### config.mk
export PLATFORM = sky130hd
export DESIGN_NAME = mem_block_copy
export DESIGN_NICKNAME = d
export VERILOG_FILES = /design/src/rtl/mem_pkg.sv /design/src/rtl/mem_block_copy.sv
export SDC_FILE = /design/constraint.sdc
export NUM_CORES = 1
export LEC_CHECK = 0
export ABC_AREA = 0
export CAP_MARGIN = 20
export CELL_PAD_IN_SITES_DETAIL_PLACEMENT = 1
export CELL_PAD_IN_SITES_GLOBAL_PLACEMENT = 2
export CORE_MARGIN = 1
export CORE_UTILIZATION = 31
export CTS_CLUSTER_SIZE = 10
export DETAILED_ROUTE_END_ITERATION = 8
export PLACE_DENSITY = 0.89
export SLEW_MARGIN = 20
export SYNTH_ARGS = -nofsm -noshare
export SYNTH_HDL_FRONTEND = slang
export SYNTH_SLANG_ARGS = --single-unit
### constraint.sdc
create_clock -name clk -period 6.4 [get_ports clk]
set_clock_uncertainty 0.05 [all_clocks]
set_input_delay 1.28 -clock clk [delete_from_list [all_inputs] [get_ports clk]]
set_output_delay 1.28 -clock clk [all_outputs]
set_load 0.05 [all_outputs]
### src/rtl/mem_pkg.sv
// mem_pkg: shared widths and FSM state type for the block-copy initiator.
package mem_pkg;
    localparam int DEF_ADDR_W = 16;
    localparam int DEF_DATA_W = 16;
    typedef enum logic [1:0] {IDLE, RD, WR, FIN} copy_state_t;
endpackage

### src/rtl/mem_block_copy.sv
// mem_block_copy: copies len words from src to dst through a single-port RAM with 1-cycle read latency.
module mem_block_copy
    import mem_pkg::*;
#(
    parameter int ADDR_W = DEF_ADDR_W,
    parameter int DATA_W = DEF_DATA_W
) (
    input  logic              clk,
    input  logic              rst_n,
    input  logic              start,
    input  logic [ADDR_W-1:0] src,
    input  logic [ADDR_W-1:0] dst,
    input  logic [ADDR_W-1:0] len,
    input  logic              abort,
    output logic              busy,
    output logic              done,
    output logic [ADDR_W-1:0] words_done,
    output logic [ADDR_W-1:0] mem_addr,
    output logic              mem_we,
    output logic [DATA_W-1:0] mem_wdata,
    input  logic [DATA_W-1:0] mem_rdata
);
    copy_state_t state, state_nx;
    logic [ADDR_W-1:0] src_q, dst_q, len_q;
    logic last;
    // words_done doubles as the word index: both clear on start and advance per write
    assign last = (words_done + ADDR_W'(1)) == len_q;
    always_ff @(posedge clk or negedge rst_n) begin
        if (!rst_n) state <= IDLE;
        else        state <= state_nx;
    end
    always_comb begin
        state_nx = state;
        case (state)
            IDLE:    state_nx = start ? ((len == '0) ? FIN : RD) : IDLE;
            RD:      state_nx = abort ? FIN : WR;
            WR:      state_nx = (abort || last) ? FIN : RD;
            default: state_nx = IDLE;
        endcase
    end
    always_ff @(posedge clk or negedge rst_n) begin
        if (!rst_n) begin
            src_q      <= '0;
            dst_q      <= '0;
            len_q      <= '0;
            words_done <= '0;
        end else if (state == IDLE && start) begin
            src_q      <= src;
            dst_q      <= dst;
            len_q      <= len;
            words_done <= '0;
        end else if (state == WR) begin
            words_done <= words_done + ADDR_W'(1);
        end
    end
    assign mem_addr  = (state == RD) ? src_q + words_done : (state == WR) ? dst_q + words_done : '0;
    assign mem_we    = state == WR;
    assign mem_wdata = mem_rdata;
    assign busy      = state == RD || state == WR;
    assign done      = state == FIN;
endmodule
-- After elaboration in Yosys (flattened, before gate mapping)
Cells that the tools add are included.
- bits in latches: 0
- register bits: 66
- memory bits (read-only): 0
- memories kept: 0
- word-level logic and storage cells: 27
- memory bits (writable): 0
- $add $sub $neg: 3
- divide/modulo/power cells: 0
- eq/ne operators: 4
- $mul: 0
- reductions and logical operators: 6
- magnitude comparators: 0
- muxes and demuxes: 9
- bitwise operators: 0
- shift operators: 0
- operators by type and width (kind ; count):
    $mux 16 ; 4
    $add 16x16->16 ; 2
    $add 16x1->16 const B ; 1
    $eq 16x16->1 ; 1
    $logic_not 16->1 ; 1
    $mux 2 ; 3
    $pmux 2 s3 ; 1
    $eq 2x2->1 const B ; 2
    $eq 2x1->1 const B ; 1
    $logic_not 2->1 ; 1
    $logic_or 1x1->1 ; 2
    $reduce_bool 2->1 ; 1
    $logic_and 1x1->1 ; 1
    $mux 1 ; 1

-- Logic depth before layout (Yosys ltp)
Gate-level depths: netlist of the first run.
- word-level depth: 5
- depth in mapped cells: 10
- gate-level depth less buffers: 10

-- Worst setup path before layout of the first run
OpenSTA, ideal clock, no wires.
- path kind: register to output
- start: register words_done[0]
- end: output mem_addr[6]
- path buffers: 0
- path slack: 1775 ps
- cell stages (with the launch flop): 9
- data required time: 5070 ps
- arrival: 3295 ps
- cell sequence: dfrtp_1 > ha_1 > fa_1 > a21o_1 > a21oi_1 > o21bai_1 > a21oi_1 > xor2_1 > o31ai_1
- cells in the longest elaborated chain, start to end: 3
- elaborated cells between the ends (all ways): 4
- those cells by class: add/sub (2); mux (2)
- ends and longest elaborated chain (element ; RTL line ; text):
    from (decl) ; mem_block_copy.sv:17 ; output logic [ADDR_W-1:0] words_done,
    from (signal assigned) ; mem_block_copy.sv:53 ; words_done <= words_done + ADDR_W'(1);
    $add 16x16->16 ; mem_block_copy.sv:56 ; assign mem_addr = (state == RD) ? src_q + words_done : (state == WR) ? dst_q + words_done : '0;
    $mux 16 ; mem_block_copy.sv:56 ;
    $mux 16 (*) ; mem_block_copy.sv:56 ;
    to (decl) ; mem_block_copy.sv:18 ; output logic [ADDR_W-1:0] mem_addr,
Every way passes the cells marked *; elsewhere a longest branch is shown, timed or not.

-- Worst setup path after layout of the first run
- start: register words_done[0]
- end: output mem_addr[14]
Same word-level chain as after synthesis.

==> flow_metrics.env, run 1 <==
export IMPL_hold_viol=0
export IMPL_cp_max_fo=9
export IMPL_clk_pin_slew_ns=0.06
export IMPL_routedWlPerCell_um=16.6
export IMPL_worst_ir_drop_vdd_mv=0.150
export IMPL_end_kind="output port"
export IMPL_grt_pass1_wl_mm=24.1
export IMPL_synth_nets=702
export IMPL_yosys_warnings=0
export IMPL_grt_ovfl_total=0
export IMPL_n_fill_cell=1877
export IMPL_clk_latency_ns=0.35
export IMPL_dr_pass1_iters=4
export IMPL_finalCriticalPeriod_ns=5.19
export IMPL_ys_flop_type="dfrtp_1"
export IMPL_cap_violations=0
export IMPL_final_cell_area_mm2=0.00609
export IMPL_yosys_area_share_adder=0.0977
export IMPL_syn_inst=597
export IMPL_place_area_mm2=0.00582
export IMPL_synth_edf_count=0
export IMPL_async_flop_share=1.00
export IMPL_gp_congestion=0.845
export IMPL_syn_avg_cell_area_um2=8.19
export IMPL_die_h_um=128
export IMPL_syn_area_mm2=0.00489
export IMPL_cts_resized=0
export IMPL_initial_core_util=0.319
export IMPL_ant_nets=0
export IMPL_drive_gt1_frac=0.0439
export IMPL_path_cells="ha_1, inv_1, fa_1, nor2b_1, o21ai_1, a21boi_0, o2111ai_1, a21boi_1, mux2i_1, or4_1, clkdlybuf4s50_1"
export IMPL_synthMuxAreaShare=0.0207
export IMPL_cp_arrival_ns=3.86
export IMPL_dp_hpwl_mm=11.0
export IMPL_final_max_slew_viol_count=0
export IMPL_setup_viol=0
export IMPL_post_cts_buffers=0
export IMPL_n_antenna_cell=0
export IMPL_numCtsBuffers=9
export IMPL_synth_simple_gate_area_frac=0.251
export IMPL_io_buffer_count=86
export IMPL_p_clk_frac=0.179
export IMPL_pin_count=119
export IMPL_synth_distinct_cells=59
export IMPL_finalCritPeriodShare=0.811
export IMPL_routed_wirelength_mm=14.5
export IMPL_vias=4368
export IMPL_drt_iter0_drc=187
export IMPL_critPathKind="register to output port"
export IMPL_die_w_um=128
export IMPL_power_switching_mw=1.21
export IMPL_cts_tree="built"
export IMPL_dpl_cell_count=857
export IMPL_cts_hold_buffers=0
export IMPL_fmax_mhz=193
export IMPL_fp_coreArea_mm2=0.0153
export IMPL_crit_buf_inv=2
export IMPL_hold_worst_slack_ns=0.434
export IMPL_power_static_leakage_nw=2.81
export IMPL_grt_max_degree=67
export IMPL_rsz0062_at_grt="no"
export IMPL_drc=0
export IMPL_start_kind="register"
export IMPL_die_area_mm2=0.0163
export IMPL_powerDensity_mw_per_mm2=427
export IMPL_synth_xor_xnor_area_share=0.106
export IMPL_slew_headroom=0.383
export IMPL_yosys_register_bits=66
export IMPL_routed_via_density=5.01
export IMPL_synth_compound_area_frac=0.134
export IMPL_nNetsFinal=762
export IMPL_cts_num_sinks=66
export IMPL_ys_seq_area_frac=0.338
export IMPL_synth_top_family_by_area="simple AND/OR/NAND/NOR gates"
export IMPL_rows=45
export IMPL_status="finished clean"
export IMPL_critPathTopFamily="buffers and inverters"
export IMPL_area_delta_synth_final_pct=24.6
export IMPL_cts_max_level=3
export IMPL_critPathRequiredTime_ns=5.07
export IMPL_switching_share=0.465
export IMPL_clockRootBuffer="clkbuf_16"
export IMPL_cts_buffer_depth=2
export IMPL_seq_power_share=0.277
export IMPL_tns_ns=0
export IMPL_hp_class="register to register"
export IMPL_slowest_stage="clkdlybuf4s50_1"
export IMPL_grt_usage=0.192
export IMPL_stdcell_count=872
export IMPL_cpPeakStageDelay_ns=0.73
export IMPL_internal_power_mw=1.39
export IMPL_tightest_slew_ns=0.925
export IMPL_antenna_found_initial=0
export IMPL_p_comb_frac=0.544
export IMPL_grt_pass1_vias=4727
export IMPL_utilization=0.398
==> power groups by stage <==
| stage | combinational, mW | clock [mW] | sequential, mW |
|---|---|---|---|
| 6_report | 1.41 | 0.466 | 0.719 |
| 5_1_grt | 1.56 | 0.492 | 0.745 |
| 4_1_cts | 1.43 | 0.478 | 0.722 |
| 3_5_place_dp | 1.42 | 0 | 0.727 |
| 3_3_place_gp | 1.37 | 0 | 0.720 |
| 2_1_floorplan | 1.03 | 0 | 0.704 |
==> registers in the layout (all words and copies together) (netlist names) <==
register,flops
words_done,16
src_q,16
len_q,16
state,2
dst_q,16
==> worst reg2reg max path: stages, from the launching register on <==
cell and delay (ns):
dfrtp_1 0.57, ha_1 0.33, nand3_1 0.18, nor3_2 0.50, nand3_1 0.17, xor2_1 0.16
nor2_1 0.06, a2111oi_2 0.37, a41o_1 0.21
==> stage by stage <==
| step | setup slack, ns | total power [mW] |
|---|---|---|
| 2_1_floorplan | 1.78 | 1.73 |
| 3_3_place_gp | 1.64 | 2.09 |
| 3_5_place_dp | 1.57 | 2.15 |
| 4_1_cts | 1.18 | 2.63 |
| 5_1_grt | 0.914 | 2.80 |
| 6_report | 1.21 | 2.60 |
==> worst paths after layout <==
kind	startpoint	slack (ns)	end	cells after the start
worst max-delay path	words_done[0]	1.21	mem_addr[14]	11
worst min-delay path	dst_q[11]	0.43	dst_q[11]	2
worst max register to register	words_done[1]	3.73	state[1]	8
worst min register to register	dst_q[11]	0.43	dst_q[11]	2
max in group asynchronous	rst_n	4.63	dst_q[6]	2
min in group asynchronous	rst_n	1.06	src_q[14]	2
==> cell families after synthesis <==
family / Yosys count
xor+xnor: 59
flops: 66
mux: 10
buf+inv: 51
simple gates: 274
fa+ha+maj: 37
compound gates: 100
==> synth_stat cells (2+ instances only) <==
library cell	n	area share
a211oi_1	5	0.0077
o21bai_1	3	0.0046
buf_4	17	0.026
fa_1	2	0.0082
a31oi_1	4	0.0051
mux2i_1	9	0.018
nand3_1	10	0.010
nand2b_1	5	0.0064
nand4_1	7	0.0090
xnor2_1	31	0.056
o2111ai_1	3	0.0054
nor3_1	2	0.0020
or3_1	5	0.0064
o21a_1	3	0.0046
buf_2	3	0.0031
clkbuf_1	18	0.014
inv_1	10	0.0077
a21o_1	9	0.014
nor2_1	35	0.027
nand4b_1	3	0.0054
and2_1	3	0.0038
dfrtp_1	66	0.34
nand3b_1	3	0.0046
o31ai_1	2	0.0031
xor2_1	28	0.050
nand2_1	173	0.13
a22o_1	3	0.0054
nor4_1	8	0.010
buf_1	3	0.0023
a21oi_1	29	0.030
ha_1	35	0.090
nor2b_1	4	0.0051
a311oi_1	2	0.0036
o21ai_1	2	0.0020
o22ai_1	2	0.0026
o21ai_0	21	0.021
and3_1	7	0.0090
==> layout by cell type, fill, tap and decap left out, types with 3 or more instances in the layout <==
cell and count:
or3_1 5, nor4_1 8, nand4b_1 3, buf_4 4, nand3b_1 3, a211oi_1 5
clkbuf_16 9, nor2_1 35, o21ai_0 21, a21oi_1 29, nand2b_1 5, a22o_1 3
xnor2_1 31, xor2_1 28, o21bai_1 3, o2111ai_1 3, nor2b_1 4, a21o_1 9
clkdlybuf4s50_1 85, and3_1 7, dfrtp_1 66, ha_1 35, o21a_1 3, nand4_1 7
clkinv_2 3, inv_1 10, mux2i_1 9, a31oi_1 4, nand3_1 10, nand2_1 173
==> layout make-up <==
| cell class | count | area, um^2 | area share |
|---|---|---|---|
| Inverter | 10 | 37.5 | 0.00616 |
| Sequential cell | 66 | 1650 | 0.271 |
| Tap cell | 211 | 264 | 0.0433 |
| Clock buffer | 12 | 256 | 0.0421 |
| Clock inverter | 3 | 15.0 | 0.00247 |
| Multi-Input combinational cell | 480 | 2980 | 0.489 |
| Timing Repair Buffer | 90 | 886 | 0.145 |
==> per-layer routing <==
metal,global-route usage,share of wire
met1,0.234,0.45
met2,0.344,0.51
met3,0.0235,0.025
met4,0.0734,0.016
met5,0,0
No activity file was read; power rests on OpenSTA's default activity.
==> inputs of run 2 (changes only) <==
--- a/config.mk
+++ b/config.mk
@@ -10,10 +10,10 @@
 export CELL_PAD_IN_SITES_DETAIL_PLACEMENT = 1
 export CELL_PAD_IN_SITES_GLOBAL_PLACEMENT = 2
 export CORE_MARGIN = 1
-export CORE_UTILIZATION = 31
+export CORE_UTILIZATION = 26
 export CTS_CLUSTER_SIZE = 10
 export DETAILED_ROUTE_END_ITERATION = 8
-export PLACE_DENSITY = 0.89
+export PLACE_DENSITY = 0.8
 export SLEW_MARGIN = 20
 export SYNTH_ARGS = -nofsm -noshare
 export SYNTH_HDL_FRONTEND = slang
==> constraint.sdc (replaced) <==
create_clock -name clk -period 4.22 [get_ports clk]
set_clock_uncertainty 0.05 [all_clocks]
set_input_delay 0.844 -clock clk [delete_from_list [all_inputs] [get_ports clk]]
set_output_delay 0.844 -clock clk [all_outputs]
set_load 0.05 [all_outputs]
==> run 2 against run 1 <==
Compared with the run above: the run now ends with design-rule violations left; sequential power increased by 50%; wire length up 4.6%; design area up 2.9%; die area is 19% higher; sequential cell count is the same; power grew 60%; critical path type unchanged; critical endpoint unchanged; highest routed layer unchanged.
==> flow_metrics.env, run 2 (synthesis gave the netlist of run 1 again) <==
export IMPL_pin_count=119
export IMPL_antenna_found_initial=0
export IMPL_critPathKind="register to output port"
export IMPL_worst_ir_drop_vdd_mv=0.489
export IMPL_power_static_leakage_nw=2.90
export IMPL_io_buffer_count=86
export IMPL_dp_hpwl_mm=11.6
export IMPL_finalCriticalPeriod_ns=4.04
export IMPL_final_common_cell="nand2_1"
export IMPL_setup_viol=0
export IMPL_cts_buffer_depth=2
export IMPL_place_area_mm2=0.00593
export IMPL_powerDensity_mw_per_mm2=662
export IMPL_cts_max_level=3
export IMPL_critPathTopFamily="compound AO/OA/AOI/OAI gates"
export IMPL_end_kind="output port"
export IMPL_timing_final_ws_setup_ns=0.180
export IMPL_rrSetupSlack_ns=1.64
export IMPL_cts_num_sinks=66
export IMPL_cap_violations=0
export IMPL_violations="design-rule violations"
export IMPL_n_antenna_cell=0
export IMPL_grt_ovfl_total=0
export IMPL_critPathRequiredTime_ns=3.33
export IMPL_rr_endpoint="state[1]"
export IMPL_cp_max_fo=4
export IMPL_hp_class="register to register"
export IMPL_cpPeakStageDelay_ns=0.56
export IMPL_grt_usage=0.166
export IMPL_numCtsBuffers=9
export IMPL_cp_arrival_ns=3.15
export IMPL_grt_pass1_vias=4797
export IMPL_finalCritPeriodShare=0.957
export IMPL_cts_tree="built"
export IMPL_path_cells="ha_1, fa_1, a21o_1, a21oi_1, o21a_1, nor3_1, mux2i_1, or4_1, buf_4"
export IMPL_hold_path_cell_count=2
export IMPL_ant_nets=0
export IMPL_n_fill_cell=2116
export IMPL_die_h_um=139
export IMPL_start_kind="register"
export IMPL_nNetsFinal=770
export IMPL_stdcell_count=899
export IMPL_dp_slack_ns=0.307
export IMPL_drt_iter0_drc=291
export IMPL_dpl_cell_count=882
export IMPL_grt_pass1_wl_mm=25.1
export IMPL_clk_pin_slew_ns=0.06
export IMPL_crit_buf_inv=1
export IMPL_ff2ff_path_depth=9
export IMPL_p_total_mw=4.15
export IMPL_rows=49
export IMPL_min_from="dst_q[14]"
export IMPL_status="complete, but fails checks"
export IMPL_utilization=0.344
export IMPL_die_area_mm2=0.0194
export IMPL_tightest_slew_ns=0.706
export IMPL_hold_viol=0
export IMPL_r2r_start="words_done[0]"
export IMPL_tns_ns=0
export IMPL_drc=7
export IMPL_routed_via_density=4.92
export IMPL_gp_congestion=0.811
export IMPL_drive_gt1_frac=0.0746
export IMPL_cts_hold_buffers=0
export IMPL_final_cell_area_mm2=0.00627
export IMPL_routedWlPerCell_um=16.9
export IMPL_final_max_slew_viol_count=0
export IMPL_rsz0062_at_grt="yes"
export IMPL_fp_coreArea_mm2=0.0182
export IMPL_layout_common_cells="nand2_1, clkdlybuf4s50_1, dfrtp_1"
export IMPL_clockRootBuffer="clkbuf_16"
export IMPL_vias=4424
export IMPL_grt_max_degree=49
export IMPL_hold_end="dst_q[14]"
export IMPL_die_w_um=139
export IMPL_clk_latency_ns=0.35
export IMPL_slowest_stage="or4_1"
export IMPL_initial_core_util=0.269
export IMPL_routed_wirelength_mm=15.1
export IMPL_hold_worst_slack_ns=0.436
export IMPL_area_delta_synth_final_pct=28.2
export IMPL_fmax_mhz=248
export IMPL_slew_headroom=0.529
export IMPL_dr_pass1_iters=7
[run 2: final cells by class]
cell class | instances | area (um^2) | share of cell area
inverters | 10 | 37.5 | 0.00599
flip-flops and latches | 66 | 1650 | 0.264
multi-input cells | 480 | 2980 | 0.476
clock buffers | 11 | 243 | 0.0387
clock inverters | 5 | 77.6 | 0.0124
well taps | 229 | 287 | 0.0457
repair buffers | 98 | 985 | 0.157
[run 2: repair_timing]
item                                    4_1_cts  5_1_grt
endpoints found under the setup margin        2        5
resized for setup                             2        2
endpoints found under the hold margin         0        0
buffers inserted                              0        1
cloned                                        0        0
[run 2: how the worst max path moves through the flow]
| stage | startpoint | end | cells past startpoint |
|---|---|---|---|
| finish | words_done[0] | mem_addr[14] | 9 |
| CTS | words_done[1] | mem_addr[14] | 10 |
| floorplan | words_done[0] | mem_addr[6] | 8 |
| detailed placement | words_done[1] | mem_addr[9] | 9 |
| global route | words_done[1] | mem_addr[15] | 9 |
| global placement | words_done[0] | mem_addr[14] | 11 |
[run 2: report_power, final]
part / switching, mW / leakage [nW] / internal, mW
logic: 1.38 / 1.91 / 0.860
registers: 0.204 / 0.838 / 0.877
clock network: 0.294 / 0.156 / 0.531
total: 1.88 / 2.90 / 2.27
[run 2: worst reg2reg max path: stages, from the launching register on]
cell	delay, ns
dfrtp_2	0.37
buf_4	0.16
ha_1	0.25
nand3_1	0.20
nor3_2	0.51
nand3_1	0.16
xor2_1	0.16
nor2_1	0.08
a2111oi_2	0.37
a41o_1	0.21
[run 2: per-layer routing]
layer,up-vias,routed length (um),share of wire,global-route usage
li1,2163,-,-,-
met1,2158,6900,0.46,0.208
met2,80,7400,0.49,0.282
met3,23,630,0.042,0.0338
met4,0,211,0.014,0.0561
met5,-,0,0,0
==> inputs of run 3 (changes only) <==
--- a/config.mk
+++ b/config.mk
@@ -10,10 +10,10 @@
 export CELL_PAD_IN_SITES_DETAIL_PLACEMENT = 1
 export CELL_PAD_IN_SITES_GLOBAL_PLACEMENT = 2
 export CORE_MARGIN = 1
-export CORE_UTILIZATION = 26
+export CORE_UTILIZATION = 31
 export CTS_CLUSTER_SIZE = 10
 export DETAILED_ROUTE_END_ITERATION = 8
-export PLACE_DENSITY = 0.8
+export PLACE_DENSITY = 0.89
 export SLEW_MARGIN = 20
 export SYNTH_ARGS = -nofsm -noshare
 export SYNTH_HDL_FRONTEND = slang
==> constraint.sdc (replaced) <==
create_clock -name clk -period 5.1 [get_ports clk]
set_clock_uncertainty 0.05 [all_clocks]
set_input_delay 1.02 -clock clk [delete_from_list [all_inputs] [get_ports clk]]
set_output_delay 1.02 -clock clk [all_outputs]
set_load 0.05 [all_outputs]
==> run 3 against run 2 <==
Compared with the run above: the flow now finishes without violations; non-clock buffer count fell by 3; count of clock-buffer cells in the layout grew 1; register-to-register slack improved by 0.78 ns; combinational power down 19%; first-iteration DRC count shrank 39%; clock power is 15% lower; critical path depth increased by 1; design area fell by 1.2%; sequential cell count unchanged; largest cell class unchanged.
==> flow_metrics.env, run 3 (synthesis gave the netlist of run 1 again) <==
export IMPL_status="finished clean"
export IMPL_final_max_slew_viol_count=0
export IMPL_timing_final_ws_setup_ns=0.264
export IMPL_hp_class="register to register"
export IMPL_cts_num_sinks=66
export IMPL_routed_via_density=5.08
export IMPL_dp_slack_ns=0.550
export IMPL_die_w_um=128
export IMPL_n_antenna_cell=0
export IMPL_rrSetupSlack_ns=2.42
export IMPL_clk_latency_ns=0.34
export IMPL_antenna_found_initial=0
export IMPL_min_from="dst_q[0]"
export IMPL_worst_ir_drop_vdd_mv=0.189
export IMPL_final_cell_area_mm2=0.00619
export IMPL_vias=4456
export IMPL_gp_congestion=0.871
export IMPL_post_cts_buffers=0
export IMPL_cts_max_level=3
export IMPL_tns_ns=0
export IMPL_hold_worst_slack_ns=0.433
export IMPL_grt_pass1_wl_mm=24.8
export IMPL_p_total_mw=3.40
export IMPL_setup_viol=0
export IMPL_nNetsFinal=767
export IMPL_initial_core_util=0.319
export IMPL_routedWlPerCell_um=17.1
export IMPL_die_h_um=128
export IMPL_cp_arrival_ns=3.77
export IMPL_hold_path_cell_count=2
export IMPL_numCtsBuffers=9
export IMPL_start_kind="register"
export IMPL_die_area_mm2=0.0163
export IMPL_dr_pass1_iters=4
export IMPL_grt_pass1_vias=4796
export IMPL_pin_count=119
export IMPL_finalCritPeriodShare=0.948
export IMPL_grt_usage=0.197
export IMPL_end_kind="output port"
export IMPL_cp_max_fo=9
export IMPL_power_static_leakage_nw=2.88
export IMPL_drt_iter0_drc=177
export IMPL_rsz0062_at_grt="no"
export IMPL_critPathRequiredTime_ns=4.03
export IMPL_hold_end="dst_q[0]"
export IMPL_cap_violations=0
export IMPL_ant_nets=0
export IMPL_clockRootBuffer="clkbuf_16"
export IMPL_area_delta_synth_final_pct=26.6
export IMPL_r2r_start="words_done[1]"
export IMPL_hold_viol=0
export IMPL_cts_buffer_depth=2
export IMPL_routed_wirelength_mm=15.0
export IMPL_finalCriticalPeriod_ns=4.84
export IMPL_clk_pin_slew_ns=0.06
export IMPL_powerDensity_mw_per_mm2=549
export IMPL_fmax_mhz=207
export IMPL_drive_gt1_frac=0.0525
export IMPL_rows=45
export IMPL_rr_endpoint="state[1]"
export IMPL_layout_common_cells="nand2_1, clkdlybuf4s50_1, dfrtp_1"
export IMPL_dp_hpwl_mm=11.4
export IMPL_io_buffer_count=86
export IMPL_ff2ff_path_depth=8
export IMPL_final_common_cell="nand2_1"
export IMPL_cts_resized=0
export IMPL_cts_tree="built"
export IMPL_grt_ovfl_total=0
export IMPL_slew_headroom=0.341
export IMPL_grt_max_degree=50
export IMPL_place_area_mm2=0.00586
export IMPL_cts_hold_buffers=0
export IMPL_drc=0
export IMPL_fp_coreArea_mm2=0.0153
export IMPL_critPathKind="register to output port"
export IMPL_tightest_slew_ns=0.988
[run 3: changes by cell type in the layout (fill, tap and decap cells not counted), sizes merged]
| cell | change |
|---|---|
| clkbuf | +1 |
| dlymetal6s2s | +1 |
| dlygate4sd2 | -1 |
| buf | -12 |
| clkinvlp | -1 |
| clkdlybuf4s50 | +9 |
[run 3: per-layer routing]
metal,GRT usage,wire length [um]
met5,0,0
met2,0.355,7660
met3,0.0201,421
met1,0.232,6490
met4,0.101,457
[run 3: worst max-delay path by stage]
stage / start / to / slack, ns / cells past startpoint
floorplan: words_done[0] / mem_addr[6] / 0.74 / 8
global placement: words_done[0] / mem_addr[14] / 0.57 / 11
detailed placement: words_done[0] / mem_addr[14] / 0.55 / 11
CTS: words_done[0] / mem_addr[14] / 0.15 / 11
global route: words_done[1] / mem_addr[15] / 0.02 / 9
finish: words_done[0] / mem_addr[12] / 0.26 / 10
[run 3: where the power goes]
part | internal [mW] | switching [mW] | total (mW)
Sequential | 0.724 | 0.171 | 0.895
Clock | 0.455 | 0.244 | 0.699
Combinational | 0.686 | 1.12 | 1.81
Total | 1.86 | 1.54 | 3.40
[run 3: critical path, cell delays in order, from the launching register on]
cell	delay, ns
dfrtp_1	0.51
ha_1	0.30
fa_1	0.43
a21o_1	0.18
a21oi_1	0.29
o21a_1	0.26
o31ai_1	0.11
a21oi_1	0.21
xor2_1	0.10
o2111ai_1	0.19
clkdlybuf4s50_1	0.84
[run 3: per-stage QoR]
stage	cells	util
2_1_floorplan	597	-
3_3_place_gp	862	0.382
3_5_place_dp	862	0.382
4_1_cts	878	0.404
5_1_grt	878	0.404
6_report	878	0.404
[run 3: layout make-up]
type	count	area, um^2
fill	1837	9120
multi-input combinational	480	2980
sequential	66	1650
timing repair buffer	95	928
tap	211	264
clock buffer	12	256
clock inverter	4	73.8
inverter	10	37.5
